File: config.mk
export PLATFORM = sky130hd
export DESIGN_NAME = matrix_op_ctrl
export DESIGN_NICKNAME = d
export VERILOG_FILES = /design/src/rtl/matrix_pkg.sv /design/src/rtl/matrix_op_ctrl_idx.sv /design/src/rtl/matrix_op_ctrl.sv
export SDC_FILE = /design/constraint.sdc
export NUM_CORES = 1
export LEC_CHECK = 0
export CAP_MARGIN = 5
export CORE_MARGIN = 2
export CORE_UTILIZATION = 59
export DETAILED_ROUTE_END_ITERATION = 16
export PLACE_DENSITY = 0.89
export SYNTH_ARGS = -nofsm -noshare
export SYNTH_HDL_FRONTEND = slang
export SYNTH_HIERARCHICAL = 1
export SYNTH_SLANG_ARGS = --single-unit
File: constraint.sdc
create_clock -name clk -period 7.92 [get_ports clk]
set_input_delay 0.792 -clock clk [delete_from_list [all_inputs] [get_ports clk]]
set_output_delay 0.792 -clock clk [all_outputs]
set_load 0.03 [all_outputs]
File: src/rtl/matrix_pkg.sv
`default_nettype none
// ----------------------------------------------------------------------------
// matrix_pkg : shared sizes, op codes and sequencer states for matrix_op_ctrl
// Rev 1.0
// ----------------------------------------------------------------------------
package matrix_pkg;
    localparam int DATA_W    = 16;
    localparam int MAX_DIM   = 5;
    localparam int NUM_SLOTS = 3;
    localparam int DIM_W     = 3;
    localparam int SLOT_W    = 2;

    localparam logic [1:0] OP_ADD       = 2'b00;
    localparam logic [1:0] OP_SUB       = 2'b01;
    localparam logic [1:0] OP_TRANSPOSE = 2'b10;
    localparam logic [1:0] OP_SCALE     = 2'b11;

    typedef enum logic [3:0] {
        ST_IDLE, ST_DIM_A, ST_DIM_B, ST_CHECK, ST_RD_A,
        ST_RD_B, ST_WR, ST_DIM_WR, ST_DONE, ST_ERR
    } state_t;
endpackage
`default_nettype wire

File: src/rtl/matrix_op_ctrl_idx.sv
`default_nettype none
// ----------------------------------------------------------------------------
// matrix_idx_counter : row-major element walker over an m x n matrix
// Rev 1.0
// ----------------------------------------------------------------------------
module matrix_idx_counter
    import matrix_pkg::*;
(
    input  logic             clk,
    input  logic             rst_n,
    input  logic             clear,
    input  logic             advance,
    input  logic [DIM_W-1:0] m,
    input  logic [DIM_W-1:0] n,
    output logic [DIM_W-1:0] row,
    output logic [DIM_W-1:0] col,
    output logic             last
);
    localparam logic [DIM_W-1:0] ONE = 1;

    logic [DIM_W-1:0] row_q, row_d;
    logic [DIM_W-1:0] col_q, col_d;

    always_comb begin
        row_d = row_q;
        col_d = col_q;
        if (clear) begin
            row_d = '0;
            col_d = '0;
        end else if (advance) begin
            if (col_q == n - ONE) begin
                col_d = '0;
                row_d = row_q + ONE;
            end else begin
                col_d = col_q + ONE;
            end
        end
    end

    always_ff @(posedge clk or negedge rst_n) begin
        if (!rst_n) begin
            row_q <= '0;
            col_q <= '0;
        end else begin
            row_q <= row_d;
            col_q <= col_d;
        end
    end

    assign row  = row_q;
    assign col  = col_q;
    assign last = (row_q == m - ONE) && (col_q == n - ONE);
endmodule
`default_nettype wire

File: src/rtl/matrix_op_ctrl.sv
`default_nettype none
// ----------------------------------------------------------------------------
// matrix_op_ctrl : runs one whole-matrix add/sub/transpose/scale over the store
// Rev 1.0
// ----------------------------------------------------------------------------
module matrix_op_ctrl
    import matrix_pkg::*;
#(
    parameter int DATA_W    = matrix_pkg::DATA_W,
    parameter int MAX_DIM   = matrix_pkg::MAX_DIM,
    parameter int NUM_SLOTS = matrix_pkg::NUM_SLOTS
) (
    input  logic              clk,
    input  logic              rst_n,
    input  logic              start,
    input  logic [1:0]        op,
    input  logic [1:0]        src_a,
    input  logic [1:0]        src_b,
    input  logic [1:0]        dst,
    input  logic [DATA_W-1:0] scalar,
    output logic              busy,
    output logic              done,
    output logic              err,
    output logic [1:0]        mem_rd_slot,
    output logic [2:0]        mem_rd_row,
    output logic [2:0]        mem_rd_col,
    input  logic [DATA_W-1:0] mem_rd_data,
    input  logic [2:0]        mem_cur_m,
    input  logic [2:0]        mem_cur_n,
    output logic [1:0]        mem_wr_slot,
    output logic [2:0]        mem_wr_row,
    output logic [2:0]        mem_wr_col,
    output logic [DATA_W-1:0] mem_wr_data,
    output logic              mem_wr_we,
    output logic [2:0]        mem_res_m,
    output logic [2:0]        mem_res_n,
    output logic              mem_dim_we
);
    state_t            state_q, state_d;
    logic [1:0]        op_q, op_d, src_a_q, src_a_d, src_b_q, src_b_d, dst_q, dst_d;
    logic [DATA_W-1:0] scalar_q, scalar_d, opa_q, opa_d;
    logic [2:0]        ma_q, ma_d, na_q, na_d, mb_q, mb_d, nb_q, nb_d;
    logic              busy_q, busy_d, done_q, done_d, err_q, err_d;
    logic [1:0]        rd_slot_q, rd_slot_d, wr_slot_q, wr_slot_d;
    logic [2:0]        wr_row_q, wr_row_d, wr_col_q, wr_col_d;
    logic [DATA_W-1:0] wr_data_q, wr_data_d;
    logic              wr_we_q, wr_we_d, dim_we_q, dim_we_d;
    logic [2:0]        res_m_q, res_m_d, res_n_q, res_n_d;

    logic              cnt_clear, cnt_advance, cnt_last;
    logic [2:0]        cnt_row, cnt_col;
    logic              is_addsub, is_tr, cmd_bad;
    logic [DATA_W-1:0] a_val, b_val, wr_val;

    matrix_idx_counter u_idx (
        .clk     (clk),
        .rst_n   (rst_n),
        .clear   (cnt_clear),
        .advance (cnt_advance),
        .m       (ma_q),
        .n       (na_q),
        .row     (cnt_row),
        .col     (cnt_col),
        .last    (cnt_last)
    );

    assign cnt_clear   = (state_q == ST_IDLE) || (state_q == ST_CHECK);
    assign cnt_advance = (state_q == ST_WR) && !cnt_last;
    assign is_addsub   = (op_q == OP_ADD) || (op_q == OP_SUB);
    assign is_tr       = (op_q == OP_TRANSPOSE);

    assign cmd_bad = (int'(src_a_q) >= NUM_SLOTS) || (int'(dst_q) >= NUM_SLOTS)
                  || (is_addsub && (int'(src_b_q) >= NUM_SLOTS))
                  || (ma_q == 3'd0) || (int'(ma_q) > MAX_DIM)
                  || (na_q == 3'd0) || (int'(na_q) > MAX_DIM)
                  || (is_addsub && ((ma_q != mb_q) || (na_q != nb_q)))
                  || (is_tr && (dst_q == src_a_q));

    // Outputs are registered, so the element value is formed from the operand
    // being read in the cycle that hands over to WR.
    always_comb begin
        a_val = (state_q == ST_RD_A) ? mem_rd_data : opa_q;
        b_val = mem_rd_data;
        case (op_q)
            OP_ADD:       wr_val = a_val + b_val;
            OP_SUB:       wr_val = a_val - b_val;
            OP_TRANSPOSE: wr_val = a_val;
            default:      wr_val = a_val * scalar_q;
        endcase
    end

    always_comb begin
        state_d  = state_q;
        op_d     = op_q;
        src_a_d  = src_a_q;
        src_b_d  = src_b_q;
        dst_d    = dst_q;
        scalar_d = scalar_q;
        opa_d    = opa_q;
        ma_d     = ma_q;
        na_d     = na_q;
        mb_d     = mb_q;
        nb_d     = nb_q;
        case (state_q)
            ST_IDLE: if (start) begin
                op_d     = op;
                src_a_d  = src_a;
                src_b_d  = src_b;
                dst_d    = dst;
                scalar_d = scalar;
                state_d  = ST_DIM_A;
            end
            ST_DIM_A: begin
                ma_d    = mem_cur_m;
                na_d    = mem_cur_n;
                state_d = ST_DIM_B;
            end
            ST_DIM_B: begin
                mb_d    = mem_cur_m;
                nb_d    = mem_cur_n;
                state_d = ST_CHECK;
            end
            ST_CHECK: state_d = cmd_bad ? ST_ERR : ST_RD_A;
            ST_RD_A: begin
                opa_d   = mem_rd_data;
                state_d = is_addsub ? ST_RD_B : ST_WR;
            end
            ST_RD_B:   state_d = ST_WR;
            ST_WR:     state_d = cnt_last ? ST_DIM_WR : ST_RD_A;
            ST_DIM_WR: state_d = ST_DONE;
            ST_DONE:   state_d = ST_IDLE;
            ST_ERR:    state_d = ST_IDLE;
            default:   state_d = ST_IDLE;
        endcase

        busy_d    = (state_d != ST_IDLE);
        done_d    = (state_d == ST_DONE);
        err_d     = (state_d == ST_ERR);
        wr_we_d   = (state_d == ST_WR);
        dim_we_d  = (state_d == ST_DIM_WR);
        rd_slot_d = ((state_d == ST_DIM_B) || (state_d == ST_RD_B)) ? src_b_d : src_a_d;
        wr_slot_d = wr_slot_q;
        wr_row_d  = wr_row_q;
        wr_col_d  = wr_col_q;
        wr_data_d = wr_data_q;
        res_m_d   = res_m_q;
        res_n_d   = res_n_q;
        if (state_d == ST_WR) begin
            wr_slot_d = dst_q;
            wr_row_d  = is_tr ? cnt_col : cnt_row;
            wr_col_d  = is_tr ? cnt_row : cnt_col;
            wr_data_d = wr_val;
        end
        if (state_d == ST_DIM_WR) begin
            wr_slot_d = dst_q;
            res_m_d   = is_tr ? na_q : ma_q;
            res_n_d   = is_tr ? ma_q : na_q;
        end
    end

    always_ff @(posedge clk or negedge rst_n) begin
        if (!rst_n) begin
            state_q   <= ST_IDLE;
            op_q      <= '0;
            src_a_q   <= '0;
            src_b_q   <= '0;
            dst_q     <= '0;
            scalar_q  <= '0;
            opa_q     <= '0;
            ma_q      <= '0;
            na_q      <= '0;
            mb_q      <= '0;
            nb_q      <= '0;
            busy_q    <= 1'b0;
            done_q    <= 1'b0;
            err_q     <= 1'b0;
            rd_slot_q <= '0;
            wr_slot_q <= '0;
            wr_row_q  <= '0;
            wr_col_q  <= '0;
            wr_data_q <= '0;
            wr_we_q   <= 1'b0;
            dim_we_q  <= 1'b0;
            res_m_q   <= '0;
            res_n_q   <= '0;
        end else begin
            state_q   <= state_d;
            op_q      <= op_d;
            src_a_q   <= src_a_d;
            src_b_q   <= src_b_d;
            dst_q     <= dst_d;
            scalar_q  <= scalar_d;
            opa_q     <= opa_d;
            ma_q      <= ma_d;
            na_q      <= na_d;
            mb_q      <= mb_d;
            nb_q      <= nb_d;
            busy_q    <= busy_d;
            done_q    <= done_d;
            err_q     <= err_d;
            rd_slot_q <= rd_slot_d;
            wr_slot_q <= wr_slot_d;
            wr_row_q  <= wr_row_d;
            wr_col_q  <= wr_col_d;
            wr_data_q <= wr_data_d;
            wr_we_q   <= wr_we_d;
            dim_we_q  <= dim_we_d;
            res_m_q   <= res_m_d;
            res_n_q   <= res_n_d;
        end
    end

    assign busy        = busy_q;
    assign done        = done_q;
    assign err         = err_q;
    assign mem_rd_slot = rd_slot_q;
    assign mem_rd_row  = cnt_row;
    assign mem_rd_col  = cnt_col;
    assign mem_wr_slot = wr_slot_q;
    assign mem_wr_row  = wr_row_q;
    assign mem_wr_col  = wr_col_q;
    assign mem_wr_data = wr_data_q;
    assign mem_wr_we   = wr_we_q;
    assign mem_res_m   = res_m_q;
    assign mem_res_n   = res_n_q;
    assign mem_dim_we  = dim_we_q;
endmodule
`default_nettype wire

==> results.md, run 1 <==
- Initial DRC count: 571
- WL final: 23200 microns
- Crit path time final: 6880 ps
- Vias: 7322
- Clock root buffer: clkbuf_16
- Unique masters post-synth: 60
- Setup-failing EPs final: 0
- GRT Util Overall: 0.293
- Dpl hpwl: 17200 microns
- Clock tree buffer depth: 2
- Gpl congestion: 0.918
- Data arrival, critical path: 7170 ps
- DR vias/cell: 5.70
- #FFs+latches synth: 99
- First drt pass iteration count: 5
- Antenna-violating nets left: 0
- Die Height: 131 microns
- CP max FO: 20
- Post-CTS sizing: 0
- Core Util, Final: 0.686
- Cts hold-fix bufs: 0
- Die extent in x: 131 microns
- CTS tree: built
- Residual DRC: 0
- Vias in the first global route: 7624
- Most numerous cell in the Yosys netlist: inv_1
- Final Hold Viols: 0
- Number of core rows: 46
- Avg Inst Size Synth: 9.57 sq um
- EDFF count, synth: 0
- Post-Synth Adder-Cell Area: 0.261
- Slew Limit Fails: 0
- Global-route wire length before repair: 38200 microns
- Fin crit share: 0.869
- Synth Area in XOR/XNOR: 0.0775
- Sink Count: 99
- Share of Yosys cell area claimed by the top area cell type: 0.260
- Worst Skew: 6.98 ps
- Required time worst endpoint: 8210 ps
- Syn-to-layout area delta: 14.1%
- Worst setup EP type: flip-flop
- Inst Count DP: 1268
- Worst reg-to-reg path cell count: 22
- R2R Setup Slk: 1040 ps
- Synth Area in Compound Gates: 0.0819
- Worst-Skew Late Latency: 360 ps
- Non-Filler Instances: 1284
- Clock slew at reported path FFs: 70 ps
- Initial antenna violation count: 0
- Post-synth top cells: inv_1 (124), nand2_1 (116), dfrtp_1 (99)
- Most used DFF post-synth: dfrtp_1
- Synth area leaders: dfrtp_1 (26%), fa_1 (17%), ha_1 (9.1%)
- # IOs: 92
- Largest net degree at the start of global routing: 67
- H-tree Lvls: 3
- Final worst hold slack: 386 ps
- Fmax: 145 MHz
- Multiplexer share of the synthesized area: 0.0928
- Reg-to-Reg Start: state_q[2]
- Final #Nets: 1262
- Cell Area, Synth: 9520 sq um
- Main combinational cell family by area after synthesis: adder cells
- Core ar.: 15800 sq um
- Post-synthesis simple-gate area fraction: 0.157
- Routed len/inst: 18.1 microns
- Initial Util: 0.602
- Die area: 17200 sq um
- Status: finished clean
- Diode count: 0
- RR Endpoint: mem_wr_data[15]
- Post-Syn Instances: 995
- RSZ-0062 raised after global routing: no
- # port buffers: 91
- Yosys top cell by area: dfrtp_1
- Share of layout cells above drive strength 1: 0.0861
- Synth Warn #: 6
- Async SR Flop Fraction: 1.00
- Syn_nets: 1194
- Kind of critical path: reg2reg
- Startpoint Class: flip-flop
- Share of the yosys chip area belonging to registers: 0.260
- Max cap viols: 0
- Clock buffer count from CTS: 9
- Hold Path Class: in2async
- Post-CTS setup repair buffer count: 0
- Worst slew pin tran: 1060 ps
- Setup TNS: 0 ps
- Critical Path Start: state_q[2]
- Slew HR: 0.289
- Grt ovf: 0
## cell type report
type / count / area (sq um)
tap: 216 / 270
fill: 1154 / 4970
clock inverter: 6 / 60.1
clock buffer: 10 / 239
inverter: 126 / 473
sequential: 99 / 2480
multi-input combinational: 729 / 6380
timing repair buffer: 98 / 961
## per-layer routing
| layer | GRT usage | vias to the layer above | share of wire |
|---|---|---|---|
| met4 | 0.109 | 0 | 0.031 |
| met1 | 0.390 | 3596 | 0.41 |
| met5 | 0 | - | 0 |
| li1 | - | 3372 | - |
| met3 | 0.0631 | 57 | 0.074 |
| met2 | 0.476 | 297 | 0.49 |
## per-stage QoR
step | area (sq um) | setup slack (ps)
CTS | 10900 | 1070
global route | 10900 | 776
floorplan | 9520 | 1520
global placement | 10600 | 1160
finish | 10900 | 1040
detailed placement | 10600 | 1010
## critical path, cell delays in order (launching register included)
cell	delay, ps
dfrtp_1	560
nor4b_4	250
buf_4	320
mux2_2	480
and2_1	210
fa_1	530
inv_1	70
fa_1	530
inv_1	60
fa_1	480
fa_1	550
inv_1	50
fa_1	450
fa_1	390
xnor2_1	200
xnor2_1	170
xnor2_1	160
xnor2_1	140
xnor3_1	420
xnor3_1	400
xnor2_1	160
nand3_1	90
a31oi_1	140
## worst max-delay path by stage
stage / end / slack, ps / cells after the start
floorplan: mem_wr_data[15] / 1520 / 24
global placement: mem_wr_data[14] / 1160 / 20
detailed placement: mem_wr_data[15] / 1010 / 21
CTS: mem_wr_data[15] / 1070 / 22
global route: mem_wr_data[15] / 780 / 22
finish: mem_wr_data[15] / 1040 / 22
## registers in the layout, indices dropped and copies added, names as in the netlist, 3 cells and up
register and count:
mb_q 3, scalar_q 16, mem_wr_col 3, u_idx/col 3
na_q 3, mem_res_m 3, state_q 4, u_idx/row 3
mem_res_n 3, mem_wr_row 3, ma_q 3, opa_q 16
nb_q 3, mem_wr_data 16
## cell families after synthesis
kind of cell / count (synthesis)
buffers and inverters: 167
xor gates and xnor gates: 76
DFF: 99
muxes: 81
AOI/OAI and AO/OA: 125
adders and majority gates: 150
and+or+nand+nor: 297
## layout by cell type (no fill, tap or decap), types with 3 or more instances in the layout
cell type,netlist,layout
a21o_1,11,11
xnor3_1,3,3
o211ai_1,3,3
buf_4,2,8
ha_1,69,69
dfrtp_1,99,99
xnor2_1,51,51
nor2_1,40,40
clkbuf_16,0,9
mux2_2,57,57
a31o_2,3,3
and2_1,70,70
fa_1,81,81
nor2b_1,11,11
a21oi_1,37,37
xor2_1,20,20
a211oi_1,4,4
a31oi_1,6,6
mux2i_1,23,23
clkdlybuf4s50_1,0,90
o21ai_0,34,34
nand2b_1,14,14
nor3_1,14,14
or3_1,3,3
o21a_1,6,6
nor4_1,3,3
a221oi_1,3,3
o21bai_1,3,3
nand3_1,11,11
nand2_1,116,116
inv_1,124,124
Power of run 1 is left out: the tool's default activity adds up to more than one toggle a clock period on the data nets, which glitch-free logic cannot reach.
==> run 2, diff against run 1 <==
--- a/config.mk
+++ b/config.mk
@@ -7,9 +7,9 @@
 export LEC_CHECK = 0
 export CAP_MARGIN = 5
 export CORE_MARGIN = 2
-export CORE_UTILIZATION = 59
+export CORE_UTILIZATION = 40
 export DETAILED_ROUTE_END_ITERATION = 16
-export PLACE_DENSITY = 0.89
+export PLACE_DENSITY = 0.66
 export SYNTH_ARGS = -nofsm -noshare
 export SYNTH_HDL_FRONTEND = slang
 export SYNTH_HIERARCHICAL = 1
==> run 2 against run 1 <==
Effect of this change:
- core utilization decreased by 22 points
- worst hold slack improved by 4.4 ps
- sequential cell count unchanged
- largest cell class unchanged
==> results.md, run 2 (synthesized netlist as in run 1, its figures left out) <==
- Most frequent cells in the layout: inv_1 (124), nand2_1 (116), dfrtp_1 (99), clkdlybuf4s50_1 (90), fa_1 (81)
- Dpl hpwl: 18400 microns
- Initial Util: 0.407
- CP max FO: 20
- Crit path time final: 6750 ps
- Die area: 25100 sq um
- Hold Path Class: in2async
- Kind of critical path: reg2reg
- Vias: 7142
- Residual DRC: 0
- Number of core rows: 56
- Startpoint Class: flip-flop
- # IOs: 92
- CTS tree: built
- Data arrival, critical path: 7030 ps
- Required time worst endpoint: 8200 ps
- Final Hold Viols: 0
- Clock root buffer: clkbuf_16
- Worst-Skew Late Latency: 360 ps
- Post-CTS sizing: 0
- Worst Skew: 10.5 ps
- Die extent in x: 158 microns
- Clock slew at reported path FFs: 80 ps
- Cts hold-fix bufs: 0
- Initial DRC count: 444
- WL final: 23900 microns
- Final #Nets: 1264
- Worst reg-to-reg path cell count: 22
- H-tree Lvls: 3
- Post-CTS setup repair buffer count: 0
- Status: finished clean
- Grt ovf: 0
- Setup-failing EPs final: 0
- Worst slew pin tran: 847 ps
- Clock buffer count from CTS: 9
- DR vias/cell: 5.14
- Sink Count: 99
- Routed len/inst: 17.2 microns
- Die Height: 158 microns
- Worst setup EP type: flip-flop
- Share of layout cells above drive strength 1: 0.0869
- Commonest non-fill, non-tap cell in the layout: inv_1
- Max cap viols: 0
- Syn-to-layout area delta: 15.6%
- Fin crit share: 0.852
- Gpl congestion: 0.896
- # port buffers: 91
- Setup TNS: 0 ps
- Initial antenna violation count: 0
- Diode count: 0
- RSZ-0062 raised after global routing: no
- First drt pass iteration count: 6
- Slew Limit Fails: 0
- Slew HR: 0.436
- Largest net degree at the start of global routing: 64
- Core ar.: 23400 sq um
- Clock tree buffer depth: 2
- Global-route wire length before repair: 39200 microns
- Fmax: 148 MHz
- Antenna-violating nets left: 0
- Vias in the first global route: 7328
- GRT Util Overall: 0.204
## run 2: path summary, 6_finish.rpt
path,slack [ps],endpoint,from
max in group asynchronous,6340,opa_q[4],rst_n
min reg2reg,480,mem_wr_row[1],mem_wr_row[1]
min in group clk,480,mem_wr_row[1],mem_wr_row[1]
max reg2reg,1170,mem_wr_data[15],state_q[1]
min,390,mem_wr_col[0],rst_n
max,1170,mem_wr_data[15],state_q[1]
## run 2: final cells by class
| cell class | instances | area [sq um] |
|---|---|---|
| clock inverters | 6 | 71.3 |
| multi-input cells | 729 | 6380 |
| repair buffers | 100 | 976 |
| inverters | 126 | 473 |
| fillers | 2278 | 12400 |
| well taps | 319 | 399 |
| flip-flops and latches | 99 | 2480 |
| clock buffers | 10 | 229 |
## run 2: stage by stage
stage / worst slack [ps] / cells / hold slack, ps / instance area (sq um) / util
2_1_floorplan: 1520 / 995 / 479 / 9520 / -
3_3_place_gp: 1170 / 1373 / 464 / 10700 / 0.457
3_5_place_dp: 1070 / 1373 / 469 / 10700 / 0.457
4_1_cts: 1160 / 1389 / 415 / 11000 / 0.470
5_1_grt: 853 / 1389 / 427 / 11000 / 0.470
6_report: 1170 / 1389 / 390 / 11000 / 0.470
## run 2: per-layer routing
layer,track usage,share of wire,vias up
met5,0,0,-
met4,0.0609,0.024,0
met3,0.0327,0.059,36
met2,0.324,0.46,188
met1,0.288,0.45,3555
li1,-,-,3363
## run 2: critical path: stages (launching register included)
cell	delay [ps]
dfrtp_1	490
nor4b_4	280
buf_4	340
mux2_2	440
and2_1	200
fa_1	540
inv_1	50
fa_1	530
inv_1	50
fa_1	480
fa_1	540
inv_1	50
fa_1	460
fa_1	390
xnor2_1	180
xnor2_1	160
xnor2_1	150
xnor2_1	140
xnor3_1	410
xnor3_1	380
xnor2_1	140
nand3_1	90
a31oi_1	170
Power of run 2 is left out for the same reason.
==> run 3, diff against run 2 <==
--- a/config.mk
+++ b/config.mk
@@ -5,7 +5,7 @@
 export SDC_FILE = /design/constraint.sdc
 export NUM_CORES = 1
 export LEC_CHECK = 0
-export CAP_MARGIN = 5
+export CAP_MARGIN = 0
 export CORE_MARGIN = 2
 export CORE_UTILIZATION = 40
 export DETAILED_ROUTE_END_ITERATION = 16
==> results of run 3 <==
Same layout as run 2: the final DEF is identical, and so are final timing and power.
Power of run 3 is left out for the same reason.
